## src/rtl/mc_ctrl_pkg.sv

```systemverilog
// Shared types and encodings for the multi-cycle MIPS control unit.
// State values double as the debug state output, so their numbering is fixed.
package mc_ctrl_pkg;

  typedef enum logic [3:0] {
    S_FETCH    = 4'd0,
    S_DECODE   = 4'd1,
    S_MEM_ADDR = 4'd2,
    S_MEM_RD   = 4'd3,
    S_MEM_WB   = 4'd4,
    S_MEM_WR   = 4'd5,
    S_EXEC     = 4'd6,
    S_R_WB     = 4'd7,
    S_BRANCH   = 4'd8,
    S_JUMP     = 4'd9,
    S_ADDI_EX  = 4'd10,
    S_ADDI_WB  = 4'd11
  } state_t;

  typedef enum logic [2:0] {
    CL_RTYPE,
    CL_LOAD,
    CL_STORE,
    CL_BEQ,
    CL_JUMP,
    CL_ADDI,
    CL_ILLEGAL
  } op_class_t;

  localparam logic [5:0] OP_RTYPE = 6'b000000;
  localparam logic [5:0] OP_LW    = 6'b100011;
  localparam logic [5:0] OP_SW    = 6'b101011;
  localparam logic [5:0] OP_BEQ   = 6'b000100;
  localparam logic [5:0] OP_J     = 6'b000010;
  localparam logic [5:0] OP_ADDI  = 6'b001000;

  localparam logic [1:0] ALU_ADD   = 2'b00;
  localparam logic [1:0] ALU_SUB   = 2'b01;
  localparam logic [1:0] ALU_FUNCT = 2'b10;

  localparam logic [1:0] PCSRC_ALU    = 2'b00;
  localparam logic [1:0] PCSRC_ALUOUT = 2'b01;
  localparam logic [1:0] PCSRC_JUMP   = 2'b10;

  localparam logic [1:0] SRCB_REGB    = 2'b00;
  localparam logic [1:0] SRCB_FOUR    = 2'b01;
  localparam logic [1:0] SRCB_IMM     = 2'b10;
  localparam logic [1:0] SRCB_IMM_SH2 = 2'b11;

endpackage

```

## src/rtl/multicycle_control_if.sv

```systemverilog
// Control-unit to datapath bundle: opcode from the IR in, enables and selects out.
// master is the control unit, slave is the datapath side.
interface multicycle_control_if;

  logic [5:0] opcode;
  logic       pc_write;
  logic       pc_write_cond;
  logic [1:0] pc_source;
  logic       iord;
  logic       mem_read;
  logic       mem_write;
  logic       ir_write;
  logic       reg_dst;
  logic       reg_write;
  logic       mem_to_reg;
  logic       alu_src_a;
  logic [1:0] alu_src_b;
  logic [1:0] alu_op;
  logic       illegal;
  logic [3:0] state;

  modport master (
    input  opcode,
    output pc_write, pc_write_cond, pc_source, iord, mem_read, mem_write,
           ir_write, reg_dst, reg_write, mem_to_reg, alu_src_a, alu_src_b,
           alu_op, illegal, state
  );

  modport slave (
    output opcode,
    input  pc_write, pc_write_cond, pc_source, iord, mem_read, mem_write,
           ir_write, reg_dst, reg_write, mem_to_reg, alu_src_a, alu_src_b,
           alu_op, illegal, state
  );

endinterface

```

## src/rtl/mc_opcode_class.sv

```systemverilog
// Combinational opcode classifier; optional instructions fold into CL_ILLEGAL
// when their enable parameter is cleared.
module mc_opcode_class
  import mc_ctrl_pkg::*;
#(
  parameter bit EN_ADDI = 1'b1,
  parameter bit EN_J    = 1'b1
) (
  input  logic [5:0] opcode,
  output op_class_t  op_class
);

  always_comb begin
    op_class = CL_ILLEGAL;
    case (opcode)
      OP_RTYPE: op_class = CL_RTYPE;
      OP_LW:    op_class = CL_LOAD;
      OP_SW:    op_class = CL_STORE;
      OP_BEQ:   op_class = CL_BEQ;
      OP_J:     op_class = EN_J    ? CL_JUMP : CL_ILLEGAL;
      OP_ADDI:  op_class = EN_ADDI ? CL_ADDI : CL_ILLEGAL;
      default:  op_class = CL_ILLEGAL;
    endcase
  end

endmodule

```

## src/rtl/multicycle_control.sv

```systemverilog
// Moore FSM sequencing fetch/decode/execute/memory/writeback for a multi-cycle
// MIPS datapath, with a shared wait counter for MEM_LAT-cycle memory accesses.
module multicycle_control
  import mc_ctrl_pkg::*;
#(
  parameter int MEM_LAT = 1,
  parameter bit EN_ADDI = 1'b1,
  parameter bit EN_J    = 1'b1
) (
  input  logic                 clk,
  input  logic                 rst,
  multicycle_control_if.master bus
);

  localparam int CW = $clog2(MEM_LAT + 1);
  localparam logic [CW-1:0] LAST = CW'(MEM_LAT - 1);

  state_t        state_q, state_d;
  logic [CW-1:0] cnt_q, cnt_d;
  logic          illegal_q, illegal_d;
  op_class_t     op_class;
  logic          wait_done;

  mc_opcode_class #(.EN_ADDI(EN_ADDI), .EN_J(EN_J)) u_class (
    .opcode   (bus.opcode),
    .op_class (op_class)
  );

  assign wait_done = (cnt_q == LAST);

  always_ff @(posedge clk) begin
    if (rst) begin
      state_q   <= S_FETCH;
      cnt_q     <= '0;
      illegal_q <= 1'b0;
    end else begin
      state_q   <= state_d;
      cnt_q     <= cnt_d;
      illegal_q <= illegal_d;
    end
  end

  always_comb begin
    state_d   = state_q;
    cnt_d     = cnt_q;
    illegal_d = illegal_q;
    case (state_q)
      S_FETCH: if (wait_done) state_d = S_DECODE; else cnt_d = cnt_q + CW'(1);
      S_DECODE: begin
        case (op_class)
          CL_RTYPE: state_d = S_EXEC;
          CL_LOAD,
          CL_STORE: state_d = S_MEM_ADDR;
          CL_BEQ:   state_d = S_BRANCH;
          CL_JUMP:  state_d = S_JUMP;
          CL_ADDI:  state_d = S_ADDI_EX;
          default: begin
            state_d   = S_FETCH;
            illegal_d = 1'b1;
          end
        endcase
      end
      S_MEM_ADDR: state_d = (op_class == CL_LOAD) ? S_MEM_RD : S_MEM_WR;
      S_MEM_RD:  if (wait_done) state_d = S_MEM_WB; else cnt_d = cnt_q + CW'(1);
      S_MEM_WR:  if (wait_done) state_d = S_FETCH;  else cnt_d = cnt_q + CW'(1);
      S_EXEC:    state_d = S_R_WB;
      S_ADDI_EX: state_d = S_ADDI_WB;
      default:   state_d = S_FETCH;
    endcase
    // Every state change restarts the wait count for the next memory state.
    if (state_d != state_q) cnt_d = '0;
  end

  always_comb begin
    bus.pc_write      = 1'b0;
    bus.pc_write_cond = 1'b0;
    bus.pc_source     = PCSRC_ALU;
    bus.iord          = 1'b0;
    bus.mem_read      = 1'b0;
    bus.mem_write     = 1'b0;
    bus.ir_write      = 1'b0;
    bus.reg_dst       = 1'b0;
    bus.reg_write     = 1'b0;
    bus.mem_to_reg    = 1'b0;
    bus.alu_src_a     = 1'b0;
    bus.alu_src_b     = SRCB_REGB;
    bus.alu_op        = ALU_ADD;
    case (state_q)
      S_FETCH: begin
        bus.mem_read  = 1'b1;
        bus.alu_src_b = SRCB_FOUR;
        bus.ir_write  = wait_done;
        bus.pc_write  = wait_done;
      end
      S_DECODE:   bus.alu_src_b = SRCB_IMM_SH2;
      S_MEM_ADDR: begin
        bus.alu_src_a = 1'b1;
        bus.alu_src_b = SRCB_IMM;
      end
      S_MEM_RD: begin
        bus.mem_read = 1'b1;
        bus.iord     = 1'b1;
      end
      S_MEM_WB: begin
        bus.reg_write  = 1'b1;
        bus.mem_to_reg = 1'b1;
      end
      S_MEM_WR: begin
        bus.mem_write = 1'b1;
        bus.iord      = 1'b1;
      end
      S_EXEC: begin
        bus.alu_src_a = 1'b1;
        bus.alu_op    = ALU_FUNCT;
      end
      S_R_WB: begin
        bus.reg_dst   = 1'b1;
        bus.reg_write = 1'b1;
      end
      S_BRANCH: begin
        bus.alu_src_a     = 1'b1;
        bus.alu_op        = ALU_SUB;
        bus.pc_write_cond = 1'b1;
        bus.pc_source     = PCSRC_ALUOUT;
      end
      S_JUMP: begin
        bus.pc_write  = 1'b1;
        bus.pc_source = PCSRC_JUMP;
      end
      S_ADDI_EX: begin
        bus.alu_src_a = 1'b1;
        bus.alu_src_b = SRCB_IMM;
      end
      S_ADDI_WB: bus.reg_write = 1'b1;
      default: ;
    endcase
  end

  assign bus.state   = state_q;
  assign bus.illegal = illegal_q;

endmodule

```

## src/flat_wrapper.sv

```systemverilog
// flat-port wrapper written by rule: the top's interface ports become plain ports
module multicycle_control_flat import mc_ctrl_pkg::*;
#(
  parameter int MEM_LAT = 1,
  parameter bit EN_ADDI = 1'b1,
  parameter bit EN_J    = 1'b1
)
  (clk, rst, bus_opcode, bus_pc_write, bus_pc_write_cond, bus_pc_source, bus_iord, bus_mem_read, bus_mem_write, bus_ir_write, bus_reg_dst, bus_reg_write, bus_mem_to_reg, bus_alu_src_a, bus_alu_src_b, bus_alu_op, bus_illegal, bus_state);
  multicycle_control_if bus_i ();
  input  logic clk;
  input  logic rst;
  input wire logic [$bits(bus_i.opcode)-1:0] bus_opcode;
  output wire logic [$bits(bus_i.pc_write)-1:0] bus_pc_write;
  output wire logic [$bits(bus_i.pc_write_cond)-1:0] bus_pc_write_cond;
  output wire logic [$bits(bus_i.pc_source)-1:0] bus_pc_source;
  output wire logic [$bits(bus_i.iord)-1:0] bus_iord;
  output wire logic [$bits(bus_i.mem_read)-1:0] bus_mem_read;
  output wire logic [$bits(bus_i.mem_write)-1:0] bus_mem_write;
  output wire logic [$bits(bus_i.ir_write)-1:0] bus_ir_write;
  output wire logic [$bits(bus_i.reg_dst)-1:0] bus_reg_dst;
  output wire logic [$bits(bus_i.reg_write)-1:0] bus_reg_write;
  output wire logic [$bits(bus_i.mem_to_reg)-1:0] bus_mem_to_reg;
  output wire logic [$bits(bus_i.alu_src_a)-1:0] bus_alu_src_a;
  output wire logic [$bits(bus_i.alu_src_b)-1:0] bus_alu_src_b;
  output wire logic [$bits(bus_i.alu_op)-1:0] bus_alu_op;
  output wire logic [$bits(bus_i.illegal)-1:0] bus_illegal;
  output wire logic [$bits(bus_i.state)-1:0] bus_state;
  assign bus_i.opcode = bus_opcode;
  assign bus_pc_write = bus_i.pc_write;
  assign bus_pc_write_cond = bus_i.pc_write_cond;
  assign bus_pc_source = bus_i.pc_source;
  assign bus_iord = bus_i.iord;
  assign bus_mem_read = bus_i.mem_read;
  assign bus_mem_write = bus_i.mem_write;
  assign bus_ir_write = bus_i.ir_write;
  assign bus_reg_dst = bus_i.reg_dst;
  assign bus_reg_write = bus_i.reg_write;
  assign bus_mem_to_reg = bus_i.mem_to_reg;
  assign bus_alu_src_a = bus_i.alu_src_a;
  assign bus_alu_src_b = bus_i.alu_src_b;
  assign bus_alu_op = bus_i.alu_op;
  assign bus_illegal = bus_i.illegal;
  assign bus_state = bus_i.state;
  multicycle_control #(.MEM_LAT(MEM_LAT), .EN_ADDI(EN_ADDI), .EN_J(EN_J)) u_core (.clk(clk), .rst(rst), .bus(bus_i));
endmodule
```

## config.mk

```make
export PLATFORM = sky130hd
export DESIGN_NAME = multicycle_control_flat
export DESIGN_NICKNAME = d
export VERILOG_FILES = /design/src/rtl/mc_ctrl_pkg.sv /design/src/rtl/multicycle_control_if.sv /design/src/rtl/mc_opcode_class.sv /design/src/rtl/multicycle_control.sv /design/src/flat_wrapper.sv
export SDC_FILE = /design/constraint.sdc
export NUM_CORES = 1
export LEC_CHECK = 0
export ABC_AREA = 1
export BUFFER_PORTS_ARGS = -buffer_cell sky130_fd_sc_hd__buf_4
export CELL_PAD_IN_SITES_DETAIL_PLACEMENT = 1
export CELL_PAD_IN_SITES_GLOBAL_PLACEMENT = 1
export CORE_MARGIN = 5
export CORE_UTILIZATION = 24
export CTS_CLUSTER_SIZE = 10
export DETAILED_ROUTE_END_ITERATION = 12
export GPL_TIMING_DRIVEN = 0
export PLACE_DENSITY_LB_ADDON = 0.1
export REMOVE_ABC_BUFFERS = 1
export SYNTH_ARGS = -nofsm -noshare
export SYNTH_HDL_FRONTEND = slang
export SYNTH_SLANG_ARGS = --single-unit
```

## constraint.sdc

```tcl
create_clock -name clk -period 1.31 [get_ports clk]
set_input_delay 0.393 -clock clk [delete_from_list [all_inputs] [get_ports clk]]
set_output_delay 0.393 -clock clk [all_outputs]
set_load 0.02 [all_outputs]
```

# --- Yosys cells after proc, flatten, opt, wreduce, memory -nomap -nowiden ---
# Cells that the tools add are included.
op_classes:
  n_addsub: 1
  reduce_logical: 13
  n_eq_ne: 22
  n_mux: 21
  bitwise_logic: 2
op_table:
  columns: ["operator", "count"]
  rows:
  - ["$pmux 4 s7", 1]
  - ["$pmux 4 s5", 1]
  - ["$pmux 3 s6", 1]
  - ["$eq 4x3->1 const B", 4]
  - ["$eq 4x4->1 const B", 4]
  - ["$eq 6x6->1 const B", 2]
  - ["$mux 4", 3]
  - ["$mux 1", 10]
  - ["$reduce_or 2->1", 5]
  - ["$eq 4x2->1 const B", 2]
  - ["$pmux 2 s2", 2]
  - ["$eq 3x2->1 const B", 2]
  - ["$eq 3x3->1 const B", 2]
  - ["$eq 6x2->1 const B", 1]
  - ["$eq 6x3->1 const B", 1]
  - ["$eq 6x4->1 const B", 1]
  - ["$logic_not 6->1", 1]
  - ["$pmux 2 s3", 1]
  - ["$reduce_or 3->1", 2]
  - ["$reduce_or 6->1", 1]
  - ["$eq 4x1->1 const B", 1]
  - ["$logic_not 4->1", 1]
  - ["$ne 4x4->1", 1]
  - ["$reduce_or 4->1", 1]
  - ["other kinds (7)", 8]
word_totals:
  wordCells: 62
  regBits: 6
  output_inout_bits: 21
  inputBits: 8

# --- Longest topological paths before layout ---
logic_depth:
  ltp_word: 8
  ltp_mapped: 9
  mapped_depth_nobuf: 9

# --- Modules after synthesis ---
# From an unflattened synthesis, not the netlist that was laid out.
unflattened:
  hier_cells: 117
  hier_area_um2: 570.5
by_module_without_submodules:
  columns: ["mod", "area_per_inst_um2", "cells_each", "seq_area_each_um2", "n_inst"]
  rows:
  - ["multicycle_control", 442.9, 87, 100.1, 1]
  - ["mc_opcode_class", 127.6, 30, 0.0, 1]

# --- Worst setup path after synthesis ---
# OpenSTA, ideal clock, no wires.
synth_path:
  path_type: "reg2out"
  startpoint: "reg u_core.state_q[3], in the netlist u_core.bus.state[3]"
  endpoint: "out bus_alu_src_a"
  arrival_ns: 1.404
  path_stages_with_launch: 6
  path_buffers: 0
  required_time_ns: 0.917
  slack_ns: -0.487
  path_cell_list: "dfxtp_1 -> inv_1 -> or2_4 -> nor2_1 -> nor2_1 -> nand2_1"
synth_between:
  elab_chain_len: 3
  elab_cells_between_ends: 6
  cone_classes: "eq/ne (4); mux (1); reduce/logical (1)"
synth_lines:
  columns: ["item", "line", "rtl"]
  rows:
  - ["start, declared", "multicycle_control.sv:18", "state_t state_q, state_d;"]
  - ["start signal, assigned", "multicycle_control.sv:37", "state_q <= state_d;"]
  - ["$eq 4x2->1 (tied with other cells)", "multicycle_control.sv:88", "case (state_q)"]
  - ["$reduce_or 4->1 (no line) (*)", null, null]
  - ["$mux 1 (*)", "multicycle_control.sv:88", null]
  - ["end, declared", "flat_wrapper.sv:23", "output wire logic [$bits(bus_i.alu_src_a)-1:0] bus_alu_src_a;"]
# Mark *: on every way between the ends. The rest lies on a longest branch, timed or not.

# --- Worst setup path in the final report ---
layout_path:
  startpoint: "reg u_core.state_q[3], in the netlist u_core.bus.state[3]"
  endpoint: "out bus_pc_write"
layout_between:
  elab_chain_len: 2
  elab_cells_between_ends: 3
  cone_classes: "eq/ne (1); mux (1); reduce/logical (1)"
layout_lines:
  columns: ["item", "line", "rtl"]
  rows:
  - ["$eq 4x4->1 or $logic_not 4->1 (tied branches)", "multicycle_control.sv:88", null]
  - ["$pmux 1 s2 (*)", "multicycle_control.sv:88", null]
  - ["end, declared", "flat_wrapper.sv:13", "output wire logic [$bits(bus_i.pc_write)-1:0] bus_pc_write;"]
# Marks and branches as above.

==> flow_results.xml <==
<?xml version="1.0" encoding="UTF-8"?>
<metrics>
  <group name="sta">
    <metric name="setup_ws" unit="ns">-0.4229</metric>
    <metric name="setup_tns" unit="ns">-6.230</metric>
    <metric name="drv_slew" unit="">0</metric>
    <metric name="timing.final.crit_share" unit="%">132.3</metric>
    <metric name="max_clock_skew" unit="ns">0.001586</metric>
    <metric name="max-slew-margin-rel" unit="%">83.98</metric>
    <metric name="grt_setup_unrepaired" unit="">yes</metric>
    <metric name="post-route-min-period" unit="ns">1.733</metric>
    <metric name="worst-slew-pin-transition" unit="ns">0.2394</metric>
    <metric name="max_freq" unit="MHz">577.1</metric>
    <metric name="setup_viol" unit="">21</metric>
    <metric name="hold_viol" unit="">0</metric>
  </group>
  <group name="floorplan">
    <metric name="initial_utilization" unit="%">24.57</metric>
    <metric name="die_height" unit="um">57.13</metric>
    <metric name="die_width" unit="um">57.13</metric>
    <metric name="total_die_area" unit="sq um">3263</metric>
    <metric name="core_area" unit="sq um">2170</metric>
    <metric name="fp-row-count" unit="">17</metric>
    <metric name="design.portCount" unit="">29</metric>
  </group>
  <group name="setup_path">
    <metric name="setup.worst_path.start_class" unit="">flop</metric>
    <metric name="crit_fanout" unit="">4</metric>
    <metric name="worst-setup-path-type" unit="">reg -&gt; out</metric>
    <metric name="timing.critical_path.buf_inv" unit="">3</metric>
    <metric name="cpMaxStageDelayCell" unit="">sky130_fd_sc_hd__dfxtp_2</metric>
    <metric name="rr_startpoint" unit="">u_core.bus.state[3]</metric>
    <metric name="cpMostUsedCell" unit="">sky130_fd_sc_hd__buf_4</metric>
    <metric name="required" unit="ns">0.92</metric>
    <metric name="cp_slowest_stage_delay" unit="ns">0.33</metric>
    <metric name="worst_setup_path_end_kind" unit="">output port</metric>
    <metric name="worst_path_dominant_cell_family" unit="">buffers and inverters</metric>
    <metric name="reg2reg_to" unit="">u_core.bus.state[2]</metric>
    <metric name="crit_start" unit="">u_core.bus.state[3]</metric>
    <metric name="arrival" unit="ns">1.34</metric>
    <metric name="cp_cell_sequence" unit="">buf_6, nor2_4, buf_4, nand2_2, o21ai_0, buf_4</metric>
    <metric name="reg2reg_path_depth" unit="">9</metric>
    <metric name="reg2reg_setup_slack" unit="ns">-0.29</metric>
  </group>
  <group name="final_layout">
    <metric name="final-instance-count-excl-fill" unit="">173</metric>
    <metric name="fin_nets" unit="">154</metric>
    <metric name="most_common_cell_after_layout_fill_and_taps_aside" unit="">sky130_fd_sc_hd__buf_4</metric>
    <metric name="syn_to_final_growth" unit="%">116.2</metric>
    <metric name="final_cell_mix" unit="">sky130_fd_sc_hd__buf_4, sky130_fd_sc_hd__buf_6, sky130_fd_sc_hd__nor2_1</metric>
    <metric name="final_layout_size_suffix_gt1_share" unit="%">62.07</metric>
    <metric name="finish.instance_area" unit="sq um">1152</metric>
    <metric name="filler_cell_count" unit="">277</metric>
    <metric name="num_antenna_cells" unit="">0</metric>
  </group>
  <group name="logic_synthesis">
    <metric name="syn_area_per_cell" unit="sq um">5.611</metric>
    <metric name="ys_seq_elements" unit="">5</metric>
    <metric name="ys_types" unit="">22</metric>
    <metric name="mappedNetlistArea" unit="sq um">533.0</metric>
    <metric name="post-synth-top-area-cell" unit="">sky130_fd_sc_hd__dfxtp_1</metric>
    <metric name="synth-warning-count" unit="">0</metric>
    <metric name="synth-seq-area-share" unit="%">18.78</metric>
    <metric name="synthCells" unit="">95</metric>
    <metric name="synthTopCellsByArea" unit="">sky130_fd_sc_hd__dfxtp_1, sky130_fd_sc_hd__nor2_1, sky130_fd_sc_hd__inv_1</metric>
    <metric name="synth_top_area_share" unit="%">18.78</metric>
  </group>
  <group name="global_routing">
    <metric name="grt_pass1_wl" unit="um">3318</metric>
    <metric name="global_route.overflow_total" unit="">0</metric>
    <metric name="gr-usage-all-layers" unit="%">12.33</metric>
    <metric name="antenna_found_initial" unit="">0</metric>
    <metric name="maximum_number_of_pins_on_one_net_before_global_route_repair" unit="">7</metric>
    <metric name="first_global_vias" unit="">749</metric>
  </group>
  <group name="hold_path">
    <metric name="worst_hold_startpoint" unit="">rst</metric>
    <metric name="worst_hold_path.endpoint" unit="">u_core.bus.illegal</metric>
    <metric name="worst_hold_path_type" unit="">in -&gt; reg</metric>
    <metric name="worst_hold_path.num_cells" unit="">2</metric>
  </group>
  <group name="status">
    <metric name="run_status" unit="">finished with violations</metric>
    <metric name="failing_checks" unit="">negative setup slack</metric>
  </group>
  <group name="routing">
    <metric name="violation_count_after_the_first_detailed_routing_iteration" unit="">16</metric>
    <metric name="drc" unit="">0</metric>
    <metric name="num_vias" unit="">772</metric>
    <metric name="route.detailed.wl_per_inst" unit="um">14.71</metric>
    <metric name="totalWireLength" unit="um">2544</metric>
    <metric name="antenna_left" unit="">0</metric>
    <metric name="post_detailed_route_via_to_cell_ratio" unit="">4.462</metric>
    <metric name="initial_drt_pass_iterations" unit="">2</metric>
  </group>
  <group name="power">
    <metric name="static-leakage-power" unit="nW">0.6125</metric>
    <metric name="pwr_density_cell" unit="nW/um^2">559.8</metric>
    <metric name="ir_worst_vdd" unit="mV">0.4058</metric>
  </group>
  <group name="cts">
    <metric name="htree_levels" unit="">1</metric>
    <metric name="cts_stage_hold_buffer_count" unit="">0</metric>
    <metric name="worstSkewPairLatency" unit="ns">0.24</metric>
    <metric name="cts_max_path_buffers" unit="">2</metric>
    <metric name="cts_tree" unit="">done</metric>
    <metric name="cts_inserted_buffers" unit="">3</metric>
    <metric name="clockRootBuffer" unit="">sky130_fd_sc_hd__clkbuf_4</metric>
    <metric name="clkSinkCount" unit="">5</metric>
    <metric name="path_clk_slew" unit="ns">0.05</metric>
  </group>
  <group name="placement">
    <metric name="final_hpwl_from_detailed_placement" unit="um">1486</metric>
    <metric name="cell_area_placed" unit="sq um">763.2</metric>
    <metric name="gp_routability_congestion" unit="">0.7376</metric>
    <metric name="placedCellCount" unit="">149</metric>
    <metric name="port_buffers" unit="">28</metric>
  </group>
  <group name="run">
    <metric name="drv_cap" unit="">0</metric>
  </group>
</metrics>
Yosys cell counts:
cell / instances
sky130_fd_sc_hd__a21oi_1: 1
sky130_fd_sc_hd__a21oi_2: 1
sky130_fd_sc_hd__a31oi_1: 1
sky130_fd_sc_hd__and3_1: 1
sky130_fd_sc_hd__buf_4: 2
sky130_fd_sc_hd__dfxtp_1: 5
sky130_fd_sc_hd__inv_1: 19
sky130_fd_sc_hd__inv_2: 3
sky130_fd_sc_hd__nand2_1: 16
sky130_fd_sc_hd__nand2_2: 1
sky130_fd_sc_hd__nand2_4: 1
sky130_fd_sc_hd__nand3_1: 7
sky130_fd_sc_hd__nand3_2: 1
sky130_fd_sc_hd__nor2_1: 21
sky130_fd_sc_hd__nor2_2: 2
sky130_fd_sc_hd__nor2_4: 3
sky130_fd_sc_hd__nor3_1: 1
sky130_fd_sc_hd__o2111ai_1: 1
sky130_fd_sc_hd__o21a_1: 1
sky130_fd_sc_hd__o21ai_0: 5
sky130_fd_sc_hd__or2_1: 1
sky130_fd_sc_hd__or2_4: 1
metal layers:
metal | global-route usage, % | part of all wire [%]
met1 | 14.23 | 39
met5 | 0 | 0
met2 | 23.49 | 59
met3 | 2.036 | 2.7
met4 | 2.649 | 0
layout make-up:
| cell class | instances | area, sq um | area share (%) |
|---|---|---|---|
| tap | 28 | 35.03 | 3.040 |
| inverter | 22 | 90.09 | 7.818 |
| sequential | 5 | 110.1 | 9.555 |
| multi-input combinational | 66 | 451.7 | 39.20 |
| clock buffer | 4 | 26.28 | 2.280 |
| timing repair buffer | 48 | 439.2 | 38.11 |
where the power goes:
part	switching, W	internal, W	leakage (nW)
combinational	0.000152	0.000135	0.554
clock	0.0000667	0.000115	0.0150
sequential	0.0000154	0.000160	0.0432
cell families after synthesis:
group	synth area share, %
AO/OA/AOI/OAI	11.50
buffers and inverters	18.31
flip-flops	18.78
AND/OR/NAND/NOR	51.41
per-stage QoR:
step / hold slack (ns) / setup slack (ns) / util [%] / total power (W)
after floorplan: 0.4621 / -0.9338 / - / 0.0002740
after global placement: 0.4356 / -0.2080 / 35.18 / 0.0003520
after detailed placement: 0.4496 / -0.2395 / 35.18 / 0.0003556
after CTS: 0.3189 / -0.3680 / 46.25 / 0.0006018
after global routing: 0.2979 / -0.4976 / 53.11 / 0.0006821
final: 0.3106 / -0.4229 / 53.11 / 0.0006451
sequential cells by signal, summed over array words and instances, names as in the netlist:
signal and flops:
u_core.bus.illegal 1, u_core.bus.state 4
worst max-delay path by stage:
| stage | cells past startpoint | slack, ns | end |
|---|---|---|---|
| final | 6 | -0.42 | bus_pc_write |
| after global placement | 6 | -0.21 | bus_alu_src_a |
| after CTS | 6 | -0.37 | bus_alu_src_a |
| after detailed placement | 6 | -0.24 | bus_alu_src_a |
| after global routing | 7 | -0.50 | bus_alu_src_a |
| after floorplan | 5 | -0.93 | bus_alu_src_a |
what timing repair did:
item                                   CTS  global route
endpoints found under the hold margin    0             0
resized for setup                       47            22
pin swaps                                7            12
setup endpoints to repair               18            20
buffers inserted                        10            10
Power figures use the tool's default switching activity.
